File: config.mk
export PLATFORM = sky130hd
export DESIGN_NAME = det
export DESIGN_NICKNAME = d
export VERILOG_FILES = /design/src/rtl/det.sv
export SDC_FILE = /design/constraint.sdc
export NUM_CORES = 1
export LEC_CHECK = 0
export ABC_AREA = 1
export CELL_PAD_IN_SITES_DETAIL_PLACEMENT = 1
export CELL_PAD_IN_SITES_GLOBAL_PLACEMENT = 2
export CORE_AREA = 2 2 39 41
export CTS_CLUSTER_SIZE = 10
export DETAILED_ROUTE_END_ITERATION = 12
export DIE_AREA = 0 0 41 43
export PLACE_DENSITY = 0.67
export SKIP_CTS_REPAIR_TIMING = 1
export SLEW_MARGIN = 20
export SYNTH_ARGS = -nofsm -noshare
export SYNTH_HDL_FRONTEND = slang
export SYNTH_SLANG_ARGS = --single-unit
File: constraint.sdc
create_clock -name clk -period 1 [get_ports clk]
set_clock_uncertainty 0.1 [all_clocks]
set_input_delay 0.2 -clock clk [delete_from_list [all_inputs] [get_ports clk]]
set_output_delay 0.2 -clock clk [all_outputs]
set_load 0.005 [all_outputs]
File: src/rtl/det.sv
// Serial bit-pattern detector: shifts xin into an N-bit history and raises a
// registered one-cycle flag when the newest N bits equal PATTERN.
module det #(
   parameter int           N       = 4,
   parameter logic [N-1:0] PATTERN = 4'b1011,
   parameter bit           OVERLAP = 1'b1
) (
   input  logic clk,
   input  logic rstn,
   input  logic xin,
   output logic det_o
);

   localparam int CW = $clog2(N + 1);

   logic [N-1:0]  hist;
   logic [N-1:0]  next_hist;
   logic [CW-1:0] fill;
   logic          full;
   logic          match;

   generate
      if (N == 1) begin : g_one
         assign next_hist = xin;
      end else begin : g_many
         assign next_hist = {hist[N-2:0], xin};
      end
   endgenerate

   // Window only counts once N bits have arrived, so a cleared history can
   // never fake a match against an all-zeros pattern.
   assign full  = (32'(fill) + 32'd1) >= 32'(N);
   assign match = (next_hist == PATTERN) && full;

   // rstn is active-high despite its name.
   always_ff @(posedge clk or posedge rstn) begin
      if (rstn) begin
         hist  <= '0;
         fill  <= '0;
         det_o <= 1'b0;
      end else begin
         det_o <= match;
         if (match && !OVERLAP) begin
            hist <= '0;
            fill <= '0;
         end else begin
            hist <= next_hist;
            if (fill != CW'(N))
               fill <= fill + 1'b1;
         end
      end
   end

endmodule

After elaboration in Yosys (flattened, before gate mapping)
Index checks and enable logic that the tools add are counted.

word-level totals
  memories kept = 0
  memory bits (read-only) = 0
  memory bits (writable) = 0
  bits of input ports = 3
  flip-flop bits (word level) = 7
  bits in latches = 0

cells by class
  equal/unequal tests = 2
  div/mod/pow operators = 0
  reductions and logical operators = 1
  bitwise operators = 0
  $add $sub $neg = 2
  $mul = 0
  multiplexer cells = 0
  $lt $le $gt $ge = 1
  shifts and indexed selects = 0

operators by type and width
  operator               number
  $add A3 B1 Y4 const B  1
  $eq A4 B4 Y1 const B   1
  $ge A4 B3 Y1 const B   1
  $add A3 B1 Y3 const B  1
  $ne A3 B3 Y1 const B   1
  $logic_and A1 B1 Y1    1

Depth between registers and ports, before layout
  depth after elaboration = 3
  mapped depth = 5
  depth with buffers taken out = 5

Least setup slack after synthesis
Ideal clock, no wire load.

  kind = flip-flop to flip-flop
  start = reg fill[0]
  end = reg fill[0]
  path buffers = 0
  arrival = 809 ps
  cell stages (with the launch flop) = 5
  slack = -35 ps
  setup time = 127 ps
  path through = dfrtp_1 -> inv_1 -> ha_1 -> nand2_1 -> xor2_1

on the way
  longest elaborated chain between the ends = 1
  elaborated cells on any way between the ends = 2
  those cells by class = add/sub: 1; eq/ne: 1

RTL lines
  item                                                  RTL line  RTL
  start, declared                                       18        logic [CW-1:0] fill;
  start signal, assigned                                49        fill <= fill + 1'b1;
  $add A3 B1 Y3 / $ne A3 B3 Y1 (equally long branches)  49, 48

Parallel ways exist; a longest one is shown, timed or not.
A chain may end at the register's enable or synchronous reset.

Worst setup path after layout
  start = reg fill[0]
  end = reg fill[2]

The elaborated chain is that of the path after synthesis.

==> results.toml <==
[synthesis]
syn_area_um2 = 293
ys_seq_area_share_pct = 59.8
synthCells = 29
synth_top_cell_area_share_pct = 59.8
syn_nets = 34
avgSynthCellArea_um2 = 10.1
synth.distinct_cells = 10
ys_ff_latch = 7
synth_top_area_cell = "dfrtp_1"
synth_warnings = 0
yosys-top-cells-area = "dfrtp_1 60%, inv_1 9.0%, ha_1 8.5%, nand2_1 7.7%, nand2_2 4.3%"

[detailed_routing]
met3_length_um = 41
vias = 219
top_layer = "met3"
drtIter0Drc = 4
drc = 0
wl_met2_um = 340
viasPerCell = 3.91
drt-pass1-iter-count = 4
wl_met1_um = 233
drtAntennaViolNets = 0
drt_wl_total_um = 614
wl_per_cell_um = 11.0

[clock_network]
cts_buffers = 3
htreeDepth = 1
clockRootBuffer = "clkbuf_4"
clock_path_buffers = 2
clk_latency_ns = 0.25
path_clk_slew_ns = 0.05
cts_tree = "done"
numClockSinks = 7

[final_layout]
area_growth_pct = 42.3
n_antenna_cell = 0
nNetsFinal = 46
drive_gt1_share_pct = 42.5
final_cell_mix = "7 x dfrtp_1, 5 x nand2_1, 4 x inv_1, 4 x buf_4"
layout.cells.most_common = "dfrtp_1"
fin_util_pct = 30.1

[timing]
min_period_ns = 1.08
rsz0062_at_grt = "yes"
setup_viol = 5
finalHoldViolCount = 0
max_freq_mhz = 926
final-max-slew-violation-count = 0
tightest_slew_ns = 0.272
slew_headroom_pct = 81.8
hold-worst-slack_ns = 0.0796
fin_ws_ns = -0.0795
post-route-period-util_pct = 108

[critical_path]
critPathKind = "reg2reg"
crit_arrival_ns = 1.12
worstPathMaxFanout = 4
reg2reg_from = "fill[0]$_DFFE_PP0P_"
endpoint_kind = "flop"
rr_endpoint = "fill[2]$_DFFE_PP0P_"
r2r_cells = 5
rrSetupSlack_ns = -0.08
critPathLaunchType = "flop"
crit_required_ns = 1.04

[placed_design]
finalWeightedCongestion = 0.662
io_buffers = 3
dpl_worst_slack_ns = -0.120
hpwlAfterDp_um = 456

[outcome]
violations = "setup timing"
status = "complete, but fails checks"

[grt]
gr-total-overflow = 0
antenna_found_initial = 0
grt_pass1_vias = 229
track_usage_pct = 9.89
grt_pass1_wl_um = 1010
grt_max_degree = 8

[pwr]
power_density_nw_per_um2 = 1370
p_leak_nw = 0.215
max-vdd-ir-drop_mv = 0.502
p_total_w = 0.000571

[die]
initial_core_util_pct = 21.2
coreArea_um2 = 1380
ioPinCount = 4
die_y_um = 43
rows = 14
die_area_um2 = 1760
die_x_um = 41

[worst_hold_path]
hp-class = "in2async"

[flow_run]
max_cap_violations = 0
## critical path, cell delays in order (launching register included)
cell and delay, ns:
dfrtp_1 0.42, ha_2 0.22, inv_2 0.05, nand2_2 0.04, nand2_2 0.08, nand2_1 0.06
## area by class of cell
class | count | area [um2]
repair buffers | 7 | 55.1
flip-flops and latches | 7 | 175
fillers | 168 | 967
clock buffers | 4 | 26.3
multi-input cells | 15 | 114
well taps | 16 | 20.0
inverters | 7 | 26.3
## worst max-delay path by stage
stage / from / depth (start not counted) / slack (ns) / endpoint
global route: fill[1]$_DFFE_PP0P_ / 4 / -0.12 / fill[0]$_DFFE_PP0P_
floorplan: fill[0]$_DFFE_PP0P_ / 4 / -0.02 / fill[0]$_DFFE_PP0P_
CTS: det_o$_DFF_PP0_ / 1 / -0.37 / det_o
global placement: det_o$_DFF_PP0_ / 1 / -0.09 / det_o
detailed placement: xin / 5 / -0.12 / det_o$_DFF_PP0_
finish: fill[0]$_DFFE_PP0P_ / 5 / -0.08 / fill[2]$_DFFE_PP0P_
## layer usage
metal | global-route usage (%) | vias up
met3 | 7.85 | 0
met2 | 15.3 | 8
met1 | 8.17 | 103
met4 | 6.00 | 0
met5 | 0 | -
li1 | - | 108
## cells by family (layout without fill, tap and decap cells)
family	after synthesis	after routing	synth area share [%]
xor+xnor	1	1	2.99
simple gates	10	10	15.0
buf+inv	7	18	8.98
compound gates	2	2	4.70
fa+ha+maj	2	2	8.55
flops	7	7	59.8
## flip-flops by register name, summed over array words and instances (netlist names)
register / cells
det_o: 1
hist: 3
fill: 3
## Yosys cell counts
library cell / count
dfrtp_1: 7
inv_1: 7
nand2_1: 6
ha_1: 2
nand2_2: 2
a21oi_2: 1
nand3_1: 1
nor2_1: 1
o21ai_1: 1
xor2_1: 1
## power by group
part | leakage, nW | internal, W | total (W) | switching (W)
sequential | 0.0854 | 0.000291 | 0.000294 | 0.00000357
clock | 0.0150 | 0.000152 | 0.000257 | 0.000104
combinational | 0.115 | 0.00000981 | 0.0000200 | 0.0000102
total | 0.215 | 0.000453 | 0.000571 | 0.000118
## stage by stage
step / TNS (ns) / cells / area, um2
6_report: -0.263 / 56 / 417
4_1_cts: -0.758 / 54 / 389
3_3_place_gp: -0.279 / 50 / 363
2_1_floorplan: -0.0329 / 29 / 298
5_1_grt: -0.481 / 56 / 417
3_5_place_dp: -0.441 / 50 / 363
(Power assumes the default switching activity.)
==> variant 1, RTL diff (same settings) <==
`N`: 4 -> 16.
--- a/src/rtl/det.sv
+++ b/src/rtl/det.sv
@@ -1,7 +1,7 @@
 // Serial bit-pattern detector: shifts xin into an N-bit history and raises a
 // registered one-cycle flag when the newest N bits equal PATTERN.
 module det #(
-   parameter int           N       = 4,
+   parameter int           N       = 16,
    parameter logic [N-1:0] PATTERN = 4'b1011,
    parameter bit           OVERLAP = 1'b1
 ) (
Behaviour: not the same (Yosys sat finds a counterexample within 10 cycles, from zero or initial values and one cycle with rstn high).
==> variant 1 against the unedited design <==
The run still ends with negative setup slack left; final area rose by 120%; total power rose by 140%; synthesized area rose to 2.5 times the old value; worst setup slack got worse by 0.21 ns; critical path depth rose by 1; die area did not move; sequential power rose to 3.1 times the old value; sequential cell count rose by 14; routed wire length rose to 2.9 times the old value; largest power group unchanged.
==> variant 1: results (changes against the unedited design) <==
run_status:
  status: "finished, violations left"
  violations: "negative setup slack"
drt:
  wirelength_um: 1770  # +190%
  dr_total_vias: 503  # +130%
  met1_length_um: 676  # +190%
  firstDrtPassIters: 2  # -2
  drt_iter0_markers: 2  # -2
synth:
  synth_commonest_cells: "dfrtp_1 (21), nor2_1 (13), nand2_1 (10), inv_1 (6)"
critical_path:
  arrival_ns: 1.40  # +0.28 ns
  reg2regPathDepth: 6  # +1
sta:
  fin_setup_tns_ns: -1.33  # -1.07 ns
  worst_slack_ns: -0.291  # -0.211 ns
  setup_violations: 7  # +2
  holdWs_ns: 0.0984  # +0.0188 ns
global_routing:
  grt.met3_usage: 0.0471  # -0.0314
  grt.total_usage: 0.180  # +0.0816
  grt_max_degree: 22  # +14
  use_met1: 0.222  # +0.141
  grt_pass1_vias: 482  # +110%
  grtUsageMet2: 0.284  # +0.131
power_and_ir_drop:
  vdd_drop_max_mv: 0.969  # +93%
  power.leakage_nw: 0.469  # +120%
layout:
  fillers: 145  # -14%
  post_route_cells_drive_above_1_share: 0.321  # -0.104
cts:
  clock_latency_ns: 0.31  # +0.06 ns
## variant 1: metrics by stage
step	setup slack, ns	total power, mW	cells	util
floorplan	-0.0886	0.929	62	-
global placement	-0.213	0.956	87	0.619
detailed placement	-0.241	0.961	87	0.619
CTS	-0.457	1.36	91	0.639
global route	-0.323	1.41	94	0.676
finish	-0.291	1.36	94	0.676
## variant 1: kinds of logic (layout without fill, tap and decap cells)
group           Yosys count  count (layout)  share of synthesized area
simple gates             28              28                      0.169
flops                    21              21                      0.715
buf+inv                   6              22                     0.0307
xor+xnor                  3               3                     0.0358
fa+ha+maj                 2               2                     0.0341
compound gates            2               2                     0.0153
## variant 1: worst max path at each step
stage,cells after the start,to,slack (ns)
floorplan,6,det_o$_DFF_PP0_,-0.09
global placement,7,det_o$_DFF_PP0_,-0.21
detailed placement,7,det_o$_DFF_PP0_,-0.24
CTS,1,det_o,-0.46
global route,6,det_o$_DFF_PP0_,-0.32
finish,6,det_o$_DFF_PP0_,-0.29
## variant 1: power groups by stage
stage	Combinational [mW]	Sequential (mW)	Clock, mW
2_1_floorplan	0.0226	0.907	0
3_3_place_gp	0.0456	0.910	0
3_5_place_dp	0.0471	0.914	0
4_1_cts	0.0472	0.897	0.421
5_1_grt	0.0545	0.901	0.455
6_report	0.0470	0.898	0.418
## variant 1: area by class of cell
| class | count | area, µm² | area share |
|---|---|---|---|
| clock buffer | 3 | 22.5 | 0.0241 |
| timing repair buffer | 12 | 105 | 0.112 |
| inverter | 6 | 22.5 | 0.0241 |
| clock inverter | 1 | 5.00 | 0.00535 |
| multi-input combinational | 35 | 235 | 0.251 |
| sequential | 21 | 526 | 0.561 |
| tap | 16 | 20.0 | 0.0214 |
==> variant 2, RTL diff (same settings) <==
Without the edit above. Register the output `det_o` once more; this adds one clock of latency there.
--- a/src/rtl/det.sv
+++ b/src/rtl/det.sv
@@ -12,6 +12,8 @@
 );
 
    localparam int CW = $clog2(N + 1);
+
+   logic det_s0;
 
    logic [N-1:0]  hist;
    logic [N-1:0]  next_hist;
@@ -37,9 +39,9 @@
       if (rstn) begin
          hist  <= '0;
          fill  <= '0;
-         det_o <= 1'b0;
+         det_s0 <= 1'b0;
       end else begin
-         det_o <= match;
+         det_s0 <= match;
          if (match && !OVERLAP) begin
             hist <= '0;
             fill <= '0;
@@ -51,5 +53,9 @@
       end
    end
 
+   always_ff @(posedge clk) begin
+      det_o <= det_s0;
+   end
+
 endmodule
 
Formal check against the unedited RTL: not equivalent (a bounded check fails within 10 cycles, from zero or initial values and one cycle with rstn high).
==> variant 2 against the unedited design <==
Final area increased by 3.0%; first-iteration DRC count decreased by 100%; total power increased by 9.9%; critical endpoint is now fill[0]$_DFFE_PP0P_; synthesized area increased by 6.8%; critical path type unchanged; sequential power increased by 14%; the run still ends with negative setup slack left; routed wire length increased by 1.6%; worst setup slack improved by 0.018 ns; sequential cell count increased by 1; largest cell class unchanged.
==> variant 2: results (changes against the unedited design) <==
placement:
  dp_cells: 51  # +2.0%
  placed_cell_area_um2: 383  # +5.5%
  place_ws_ns: -0.141  # -0.0214 ns
  gp_congestion: 0.628  # -5.1%
  numPortBuffers: 3  # unchanged
min_path:
  hp-class: "primary input to async pin"
synth:
  ys.flop_type: "dfrtp_1"
  synth_commonest_cells: "dfrtp_1 (7), inv_1 (7), nand2_1 (6), ha_1 (2), nand2_2 (2)"
  yosysSeqAreaShare: 0.624  # +0.0257
  ys_top_cells_by_area: "dfrtp_1 (56%), inv_1 (8.4%), ha_1 (8.0%), nand2_1 (7.2%), dfxtp_1 (6.4%)"
  synthDistinctLibCells: 11  # +1
  synthCells: 30  # +3.4%
  async_flop_share: 0.875  # -0.125
  syn_nets: 35  # +2.9%
  yosysWarnings: 0  # unchanged
layout:
  top_regs: "fill: 3 flops, hist: 3 flops"
  post_route_cells_drive_above_1_share: 0.375  # -0.0500
  nets: 46  # unchanged
  diodes: 0  # unchanged
  instances_no_fill: 56  # unchanged
global_routing:
  grt_pass1_wl_um: 1010  # unchanged
  antenna_found_initial: 0  # unchanged
  grt.total_usage: 0.0941  # -0.00476
cts:
  clock_latency_ns: 0.26
  cts_made_buffers: 3  # unchanged
  clkTransAtPathRegs_ns: 0.06
  htree_levels: 1  # unchanged
  cts_buffer_depth: 2  # unchanged
critical_path:
  arrival_ns: 1.11
  path_delay_family: "flip-flops"
  critPathMaxFanout: 4  # unchanged
  max_stage_delay_ns: 0.41
  critPathSlowestCell: "dfrtp_1"
sta:
  fin_setup_tns_ns: -0.219  # +0.0432 ns
  worstMarginPinSlew_ns: 0.282  # +0.0101 ns
  setup_violations: 4  # -1
  worst_slack_ns: -0.0618  # +0.0177 ns
drt:
  firstDrtPassIters: 1  # -3
  dr_total_vias: 225  # +2.7%
  wirelength_um: 624  # +1.6%
  drt_iter0_markers: 0  # -4
run_status:
  status: "finished, violations left"
  violations: "negative setup slack"
power_and_ir_drop:
  power.leakage_nw: 0.219  # +1.8%
  vdd_drop_max_mv: 0.701  # +40%
==> variant 2: cell types whose count changed in the layout (fill, tap and decap cells not counted), sizes merged <==
| cell | before | now |
|---|---|---|
| buf | 4 | 3 |
| dfxtp | 0 | 1 |
==> variant 2: power breakdown <==
group	switching [mW]	total [mW]	internal, mW
clock network	0.120	0.273	0.153
logic	0.0105	0.0204	0.00982
registers	0.00340	0.335	0.331
total	0.133	0.628	0.495
==> variant 2: cell type report <==
| cell class | instances | area, µm² |
|---|---|---|
| Inverter | 7 | 26.3 |
| Sequential cell | 8 | 195 |
| Multi-Input combinational cell | 15 | 114 |
| Fill cell | 157 | 955 |
| Clock buffer | 4 | 26.3 |
| Tap cell | 16 | 20.0 |
| Timing Repair Buffer | 6 | 47.5 |
==> variant 2: logic make-up after synthesis <==
logic type	after synthesis	synth area share
simple gates	10	0.140
flops	8	0.624
buf+inv	7	0.0840
compound gates	2	0.0440
fa+ha+maj	2	0.0800
xor+xnor	1	0.0280
==> variant 2: final timing paths <==
path,end,startpoint,depth (start not counted),slack (ns)
worst max-delay path,fill[0]$_DFFE_PP0P_,fill[1]$_DFFE_PP0P_,4,-0.06
worst min-delay path,fill[1]$_DFFE_PP0P_,rstn,2,0.07
worst max register to register,fill[0]$_DFFE_PP0P_,fill[1]$_DFFE_PP0P_,4,-0.06
worst min register to register,det_o$_DFF_P_,det_s0$_DFF_PP0_,0,0.25
max in group asynchronous,hist[2]$_DFF_PP0_,rstn,2,0.50
min in group clk,det_o$_DFF_P_,det_s0$_DFF_PP0_,0,0.25
==> variant 2: routing by layer <==
layer,up-vias,GRT usage,wire length [µm]
li1,106,-,-
met1,109,0.0924,218
met2,5,0.147,337
met3,5,0.0785,44
met4,0,0.0200,23
met5,-,0,0
